**src/rtl/pu_cfg_axil_arbiter.sv**
```systemverilog
`timescale 1ns/1ps
`default_nettype none
// ============================================================================
//  Module      : pu_cfg_axil_arbiter
//  Description : Two-requester AXI4-Lite arbiter in front of the
//                ProtectionUnit configuration port. One whole transaction
//                (AW+W+B or AR+R) is owned at a time, round-robin between
//                the boot region loader (r0) and the runtime host (r1).
//  Revision    : 1.0 - initial release
// ============================================================================
module pu_cfg_axil_arbiter #(
    parameter int ADDR_WIDTH = 4,
    parameter int DATA_WIDTH = 32
) (
    input  logic                        ACLK,
    input  logic                        ARESET,
    // requester side
    input  logic [1:0]                  S_AWVALID,
    input  logic [1:0]                  S_WVALID,
    input  logic [1:0]                  S_BREADY,
    input  logic [1:0]                  S_ARVALID,
    input  logic [1:0]                  S_RREADY,
    input  logic [2*ADDR_WIDTH-1:0]     S_AWADDR,
    input  logic [2*ADDR_WIDTH-1:0]     S_ARADDR,
    input  logic [5:0]                  S_AWPROT,
    input  logic [5:0]                  S_ARPROT,
    input  logic [2*DATA_WIDTH-1:0]     S_WDATA,
    input  logic [2*DATA_WIDTH/8-1:0]   S_WSTRB,
    output logic [1:0]                  S_AWREADY,
    output logic [1:0]                  S_WREADY,
    output logic [1:0]                  S_BVALID,
    output logic [1:0]                  S_ARREADY,
    output logic [1:0]                  S_RVALID,
    output logic [3:0]                  S_BRESP,
    output logic [3:0]                  S_RRESP,
    output logic [2*DATA_WIDTH-1:0]     S_RDATA,
    // downstream side
    output logic                        M_AWVALID,
    output logic                        M_WVALID,
    output logic                        M_BREADY,
    output logic                        M_ARVALID,
    output logic                        M_RREADY,
    output logic [ADDR_WIDTH-1:0]       M_AWADDR,
    output logic [ADDR_WIDTH-1:0]       M_ARADDR,
    output logic [2:0]                  M_AWPROT,
    output logic [2:0]                  M_ARPROT,
    output logic [DATA_WIDTH-1:0]       M_WDATA,
    output logic [DATA_WIDTH/8-1:0]     M_WSTRB,
    input  logic                        M_AWREADY,
    input  logic                        M_WREADY,
    input  logic                        M_BVALID,
    input  logic                        M_ARREADY,
    input  logic                        M_RVALID,
    input  logic [1:0]                  M_BRESP,
    input  logic [1:0]                  M_RRESP,
    input  logic [DATA_WIDTH-1:0]       M_RDATA,
    // status
    output logic [1:0]                  GRANT,
    output logic                        BUSY
);

    localparam int       c_strb_w   = DATA_WIDTH / 8;
    localparam logic [2:0] c_idle    = 3'd0;
    localparam logic [2:0] c_wr_req  = 3'd1;
    localparam logic [2:0] c_wr_resp = 3'd2;
    localparam logic [2:0] c_rd_req  = 3'd3;
    localparam logic [2:0] c_rd_resp = 3'd4;

    logic [2:0] state_q, state_d;
    logic       prio_q, prio_d;
    logic       owner_q, owner_d;
    logic       aw_done_q, aw_done_d;
    logic       w_done_q, w_done_d;

    // A write needs both AW and W presented; it outranks a read of the same requester.
    logic [1:0] w_req_wr;
    logic [1:0] w_req;
    logic       w_pick;
    assign w_req_wr = S_AWVALID & S_WVALID;
    assign w_req    = w_req_wr | S_ARVALID;
    assign w_pick   = (&w_req) ? prio_q : w_req[1];

    // State register with synchronous reset; a reset abandons any open transaction.
    always_ff @(posedge ACLK) begin
        if (ARESET) begin
            state_q   <= c_idle;
            prio_q    <= 1'b0;
            owner_q   <= 1'b0;
            aw_done_q <= 1'b0;
            w_done_q  <= 1'b0;
        end else begin
            state_q   <= state_d;
            prio_q    <= prio_d;
            owner_q   <= owner_d;
            aw_done_q <= aw_done_d;
            w_done_q  <= w_done_d;
        end
    end

    // Next-state: grant in IDLE, track AW/W completion independently, hand priority over on completion.
    always_comb begin
        state_d   = state_q;
        prio_d    = prio_q;
        owner_d   = owner_q;
        aw_done_d = aw_done_q;
        w_done_d  = w_done_q;
        case (state_q)
            c_idle: begin
                aw_done_d = 1'b0;
                w_done_d  = 1'b0;
                if (|w_req) begin
                    owner_d = w_pick;
                    state_d = w_req_wr[w_pick] ? c_wr_req : c_rd_req;
                end
            end
            c_wr_req: begin
                if (M_AWVALID && M_AWREADY) aw_done_d = 1'b1;
                if (M_WVALID && M_WREADY)   w_done_d  = 1'b1;
                if (aw_done_d && w_done_d) begin
                    state_d   = c_wr_resp;
                    aw_done_d = 1'b0;
                    w_done_d  = 1'b0;
                end
            end
            c_wr_resp: begin
                if (M_BVALID && M_BREADY) begin
                    state_d = c_idle;
                    prio_d  = ~owner_q;
                end
            end
            c_rd_req: begin
                if (M_ARVALID && M_ARREADY) state_d = c_rd_resp;
            end
            c_rd_resp: begin
                if (M_RVALID && M_RREADY) begin
                    state_d = c_idle;
                    prio_d  = ~owner_q;
                end
            end
            default: state_d = c_idle;
        endcase
    end

    // Outputs: route only the owner's channel for the current phase; everything else held at 0.
    always_comb begin
        S_AWREADY = '0;
        S_WREADY  = '0;
        S_BVALID  = '0;
        S_ARREADY = '0;
        S_RVALID  = '0;
        S_BRESP   = '0;
        S_RRESP   = '0;
        S_RDATA   = '0;
        M_AWVALID = 1'b0;
        M_WVALID  = 1'b0;
        M_BREADY  = 1'b0;
        M_ARVALID = 1'b0;
        M_RREADY  = 1'b0;
        M_AWADDR  = '0;
        M_ARADDR  = '0;
        M_AWPROT  = '0;
        M_ARPROT  = '0;
        M_WDATA   = '0;
        M_WSTRB   = '0;
        GRANT     = 2'b00;
        BUSY      = 1'b0;
        if (state_q != c_idle) begin
            BUSY     = 1'b1;
            GRANT    = owner_q ? 2'b10 : 2'b01;
            M_AWADDR = S_AWADDR[(owner_q ? ADDR_WIDTH : 0) +: ADDR_WIDTH];
            M_ARADDR = S_ARADDR[(owner_q ? ADDR_WIDTH : 0) +: ADDR_WIDTH];
            M_AWPROT = S_AWPROT[(owner_q ? 3 : 0) +: 3];
            M_ARPROT = S_ARPROT[(owner_q ? 3 : 0) +: 3];
            M_WDATA  = S_WDATA[(owner_q ? DATA_WIDTH : 0) +: DATA_WIDTH];
            M_WSTRB  = S_WSTRB[(owner_q ? c_strb_w : 0) +: c_strb_w];
        end
        case (state_q)
            c_wr_req: begin
                M_AWVALID          = S_AWVALID[owner_q] & ~aw_done_q;
                M_WVALID           = S_WVALID[owner_q] & ~w_done_q;
                S_AWREADY[owner_q] = M_AWREADY & ~aw_done_q;
                S_WREADY[owner_q]  = M_WREADY & ~w_done_q;
            end
            c_wr_resp: begin
                M_BREADY                        = S_BREADY[owner_q];
                S_BVALID[owner_q]               = M_BVALID;
                S_BRESP[(owner_q ? 2 : 0) +: 2] = M_BRESP;
            end
            c_rd_req: begin
                M_ARVALID          = S_ARVALID[owner_q];
                S_ARREADY[owner_q] = M_ARREADY;
            end
            c_rd_resp: begin
                M_RREADY                                         = S_RREADY[owner_q];
                S_RVALID[owner_q]                                = M_RVALID;
                S_RRESP[(owner_q ? 2 : 0) +: 2]                  = M_RRESP;
                S_RDATA[(owner_q ? DATA_WIDTH : 0) +: DATA_WIDTH] = M_RDATA;
            end
            default: ;
        endcase
    end

endmodule
`default_nettype wire
```
**config.mk**
```make
export PLATFORM = sky130hd
export DESIGN_NAME = pu_cfg_axil_arbiter
export DESIGN_NICKNAME = d
export VERILOG_FILES = /design/src/rtl/pu_cfg_axil_arbiter.sv
export SDC_FILE = /design/constraint.sdc
export NUM_CORES = 1
export LEC_CHECK = 0
export CAP_MARGIN = 20
export CELL_PAD_IN_SITES_DETAIL_PLACEMENT = 0
export CELL_PAD_IN_SITES_GLOBAL_PLACEMENT = 1
export CORE_UTILIZATION = 14
export DETAILED_ROUTE_END_ITERATION = 8
export MAX_ROUTING_LAYER = met4
export PLACE_DENSITY_LB_ADDON = 0.1
export SETUP_SLACK_MARGIN = 0.1
export SLEW_MARGIN = 20
export SYNTH_ARGS = -nofsm -noshare
export SYNTH_HDL_FRONTEND = slang
export SYNTH_SLANG_ARGS = --single-unit
```
**constraint.sdc**
```tcl
create_clock -name ACLK -period 2.95 [get_ports ACLK]
set_input_delay 0.59 -clock ACLK [delete_from_list [all_inputs] [get_ports ACLK]]
set_output_delay 0.59 -clock ACLK [all_outputs]
set_load 0.1 [all_outputs]
```
### Word-level counts from Yosys, hierarchy flattened

Cells that the tools add are included.

| operators by class | value |
|---|---|
| equal/unequal tests | 9 |
| $lt $le $gt $ge | 3 |
| bitwise operators | 17 |
| reduce and logical (&&, ||, !) cells | 16 |
| add/sub/neg operators | 2 |
| shifts and indexed selects | 11 |
| multiplexer cells | 59 |

Operator list:

| operator | number |
|---|---|
| $shiftx A2 B33 Y4 | 2 |
| $and A64 B64 Y64 | 1 |
| $mux W64 | 1 |
| $shift A32 B33 Y64 const A | 1 |
| $shiftx A32 B33 Y64 | 1 |
| $shiftx A64 B32 Y32 | 1 |
| $shiftx A8 B32 Y4 | 2 |
| $neg A2 Y33 | 1 |
| $neg A6 Y33 | 1 |
| $shift A2 B33 Y4 const A | 1 |
| $mux W32 | 1 |
| $shiftx A6 B32 Y3 | 1 |
| $mux W1 | 28 |
| $mux W3 | 8 |
| $mux W2 | 10 |
| $mux W4 | 5 |
| $pmux W3 S5 | 1 |
| $and A2 B2 Y2 | 6 |
| $ne A2 B2 Y1 const B | 5 |
| $and A4 B4 Y4 | 2 |
| $shiftx A8 B4 Y4 | 1 |
| $logic_and A1 B1 Y1 | 7 |
| $eq A3 B2 Y1 const B | 2 |
| $mux W6 | 1 |
| 17 further kinds | 27 |

| word-level totals | value |
|---|---|
| bits in registers | 7 |
| input bits | 153 |

### Logic depth before layout (Yosys ltp)

Gate-level depths: netlist of the first run.

| logic depth | value |
|---|---|
| word-level depth | 10 |
| depth in mapped cells | 6 |

### Worst setup path after synthesis of the first run

Ideal clock, no wire load.

| path | value |
|---|---|
| path type | flip-flop to output port |
| start | register state_q[1] |
| end | output port S_BVALID[0] |
| stages on the path, launching flop included | 3 |
| data arrival time | 2.923 ns |
| required time | 2.360 ns |
| setup slack | -0.563 ns |
| path buffers | 0 |
| cells stage by stage | dfxtp_1 > or3b_2 > nor3_1 |

| between the ends | value |
|---|---|
| word-level cells in the longest chain between the ends | 2 |

RTL lines:

| item | RTL line | RTL |
|---|---|---|
| start, declared | 69 | `logic [2:0] state_q, state_d;` |
| start signal, assigned | 86 | `state_q <= c_idle;` |
| start signal, assigned | 92 | `state_q <= state_d;` |
| $eq A3 B2 Y1 | 177 | `case (state_q)` |
| $mux W2 | 177 |  |
| end, declared | 31 | `output logic [1:0] S_BVALID,` |

No other way between the ends.

### Worst setup path after layout of the first run

| path | value |
|---|---|
| start | register state_q[2] |
| end | output port S_RDATA[13] |

| between the ends | value |
|---|---|
| word-level cells in the longest chain between the ends | 2 |

RTL lines:

| item | RTL line | RTL |
|---|---|---|
| $eq A3 B3 Y1 | 177 |  |
| $mux W64 | 177 |  |
| end, declared | 36 | `output logic [2*DATA_WIDTH-1:0] S_RDATA,` |

No other way between the ends.

==> impl_metrics.tcl, run 1 <==
set metrics [dict create \
    outcome "completed" \
    cts_buffer_depth 2 \
    critPathKind "reg -> out" \
    placed_cell_area_um2 6330 \
    pre_cts_slack_ns 0.563 \
    grt_max_degree 66 \
    tns_ns 0 \
    end_kind "primary output" \
    yosys.area.top_type_share 0.291 \
    antenna_found_initial 0 \
    fin_area_um2 6410 \
    nNetsFinal 713 \
    grt_pass1_wl_um 16800 \
    yosysUniqueCellTypes 31 \
    grt.overflow.total 0 \
    cts_sinks 7 \
    rsz0062_at_grt "no" \
    fin_crit_ns 2.62 \
    start_kind "flip-flop" \
    hold_viol 0 \
    synth_ff_type "dfxtp_1" \
    antenna_cells 0 \
    fin_cells 731 \
    die_w_um 116 \
    cp.arrival_ns 2.03 \
    yosys-top-cells-area "mux2i_1, and2_1, nor2_1, dfxtp_1, a21oi_1" \
    fin_skew_ns 0.00218 \
    dr.pass1.iters 4 \
    power.density_nw_per_um2 927 \
    slew_headroom 0.634 \
    cts_tree "built" \
    grt_pass1_vias 2942 \
    coreArea_um2 12700 \
    first_iter_violations 95 \
    mostFrequentLayoutCells "clkdlybuf4s50_1, buf_12, and2_1, nor2_1, mux2i_1" \
    fillerInstances 1196 \
    hp-class "reg -> reg" \
    wl_um 12200 \
    port_buffers 292 \
    syn_to_final_growth_pct 252 \
    clk_latency_ns 0.23 \
    maxCapViolCount 0 \
    fmax_ghz 0.382 \
    drive_above_1_share 0.302 \
    die_h_um 116 \
    dp_hpwl_um 10500 \
    worst_slack_ns 0.329 \
    grt_use_total 0.170 \
    synth_largest_area_cell "mux2i_1" \
    design.portCount 293 \
    cts_resized 0 \
    initial_utilization 0.144 \
    setup_viol 0 \
    netlist_area_um2 1820 \
    p_leak_nw 2.52 \
    clkTransAtPathRegs_ns 0.03 \
    place_congestion 0.756 \
    synth-seq-cells 7 \
    cp.required_ns 2.36 \
    async_flop_share 0 \
    cp_max_fo 34 \
    mostFrequentLayoutCell "clkdlybuf4s50_1" \
    routed_via_density 4.11 \
    fin_crit_sh 0.888 \
    htreeDepth 1 \
    cts_root_buffer "clkbuf_16" \
    fin_util 0.506 \
    wl_per_cell_um 16.7 \
    num_vias 3004 \
    rows 41 \
    place_inst 727 \
    cts_hold_buf 0 \
    synth.net_count 431 \
    dieArea_um2 13500 \
    syn_inst 278 \
    ys_warn_count 0 \
    post_cts_buffers 0 \
    syn_area_per_cell_um2 6.56 \
    synth_edf_count 0 \
    drv_slew 0 \
    drc 0 \
    worst_slew_pin_slew_ns 0.548 \
    ir_worst_vdd_v 0.000350 \
    ant_nets 0 \
    cts_buffers 3 \
    synth_seq_area_share 0.0768 \
]
registers in the layout (all words and copies together), names as in the netlist:
| name | count |
|---|---|
| state_q | 3 |
| owner_q | 1 |
| w_done_q | 1 |
| prio_q | 1 |
| aw_done_q | 1 |
stage by stage:
| step | hold slack, ns | power [mW] |
|---|---|---|
| 5_1_grt | 0.588 | 6.13 |
| 3_3_place_gp | 0.523 | 5.73 |
| 2_1_floorplan | 0.501 | 3.65 |
| 3_5_place_dp | 0.551 | 5.76 |
| 6_report | 0.548 | 5.94 |
| 4_1_cts | 0.555 | 6.00 |
final timing paths:
path	slack [ns]	start	cells past startpoint	to
max	0.33	state_q[2]	5	S_RDATA[13]
min	0.55	prio_q	2	prio_q
max reg2reg	0.93	owner_q	6	state_q[1]
min reg2reg	0.55	prio_q	2	prio_q
power by group:
part	leakage [nW]	switching (mW)	internal [mW]
logic	2.43	3.71	1.84
registers	0.0579	0.0371	0.121
clock network	0.0382	0.0535	0.180
total	2.52	3.80	2.14
worst max-delay path, stage by stage (launching register included):
cell,delay (ns)
dfxtp_1,0.42
or3b_1,0.50
nor2_1,0.14
buf_4,0.31
and2_1,0.24
buf_12,0.19
layer usage:
metal | wire length [um] | GRT usage
met1 | 4180 | 0.174
met4 | 25 | 0.0103
met3 | 1220 | 0.0503
met5 | 0 | -
met2 | 6790 | 0.331
synth_stat cells (2+ instances only):
master	instances
nand2_1	6
o21ai_0	3
nor2_1	66
and3_1	7
mux2_2	3
buf_2	5
o211ai_1	2
dfxtp_1	7
a21oi_1	10
and2_1	71
inv_1	6
nor3_1	7
mux2i_1	53
a31oi_1	3
clkbuf_1	13
kinds of logic (layout without fill, tap and decap cells):
logic type             after synthesis  count (layout)  synth area share
buffers and inverters               27             308            0.0617
multiplexers                        56              56             0.309
AO/OA/AOI/OAI                       23              23            0.0782
AND/OR/NAND/NOR                    165             165             0.474
flip-flops                           7               7            0.0768
cell type report:
cell class	count	area, um2	share of cell area
clock buffers	4	78.8	0.0123
inverters	7	26.3	0.00410
multi-input cells	244	1610	0.251
flip-flops and latches	7	144	0.0224
well taps	172	215	0.0336
repair buffers	297	4340	0.676
No activity file was read; power rests on OpenSTA's default activity.
==> run 2, diff against run 1 <==
TNS_END_PERCENT = 100   (was default)
==> results of run 2 <==
No change in the layout: final DEF, timing and power equal those of run 1.
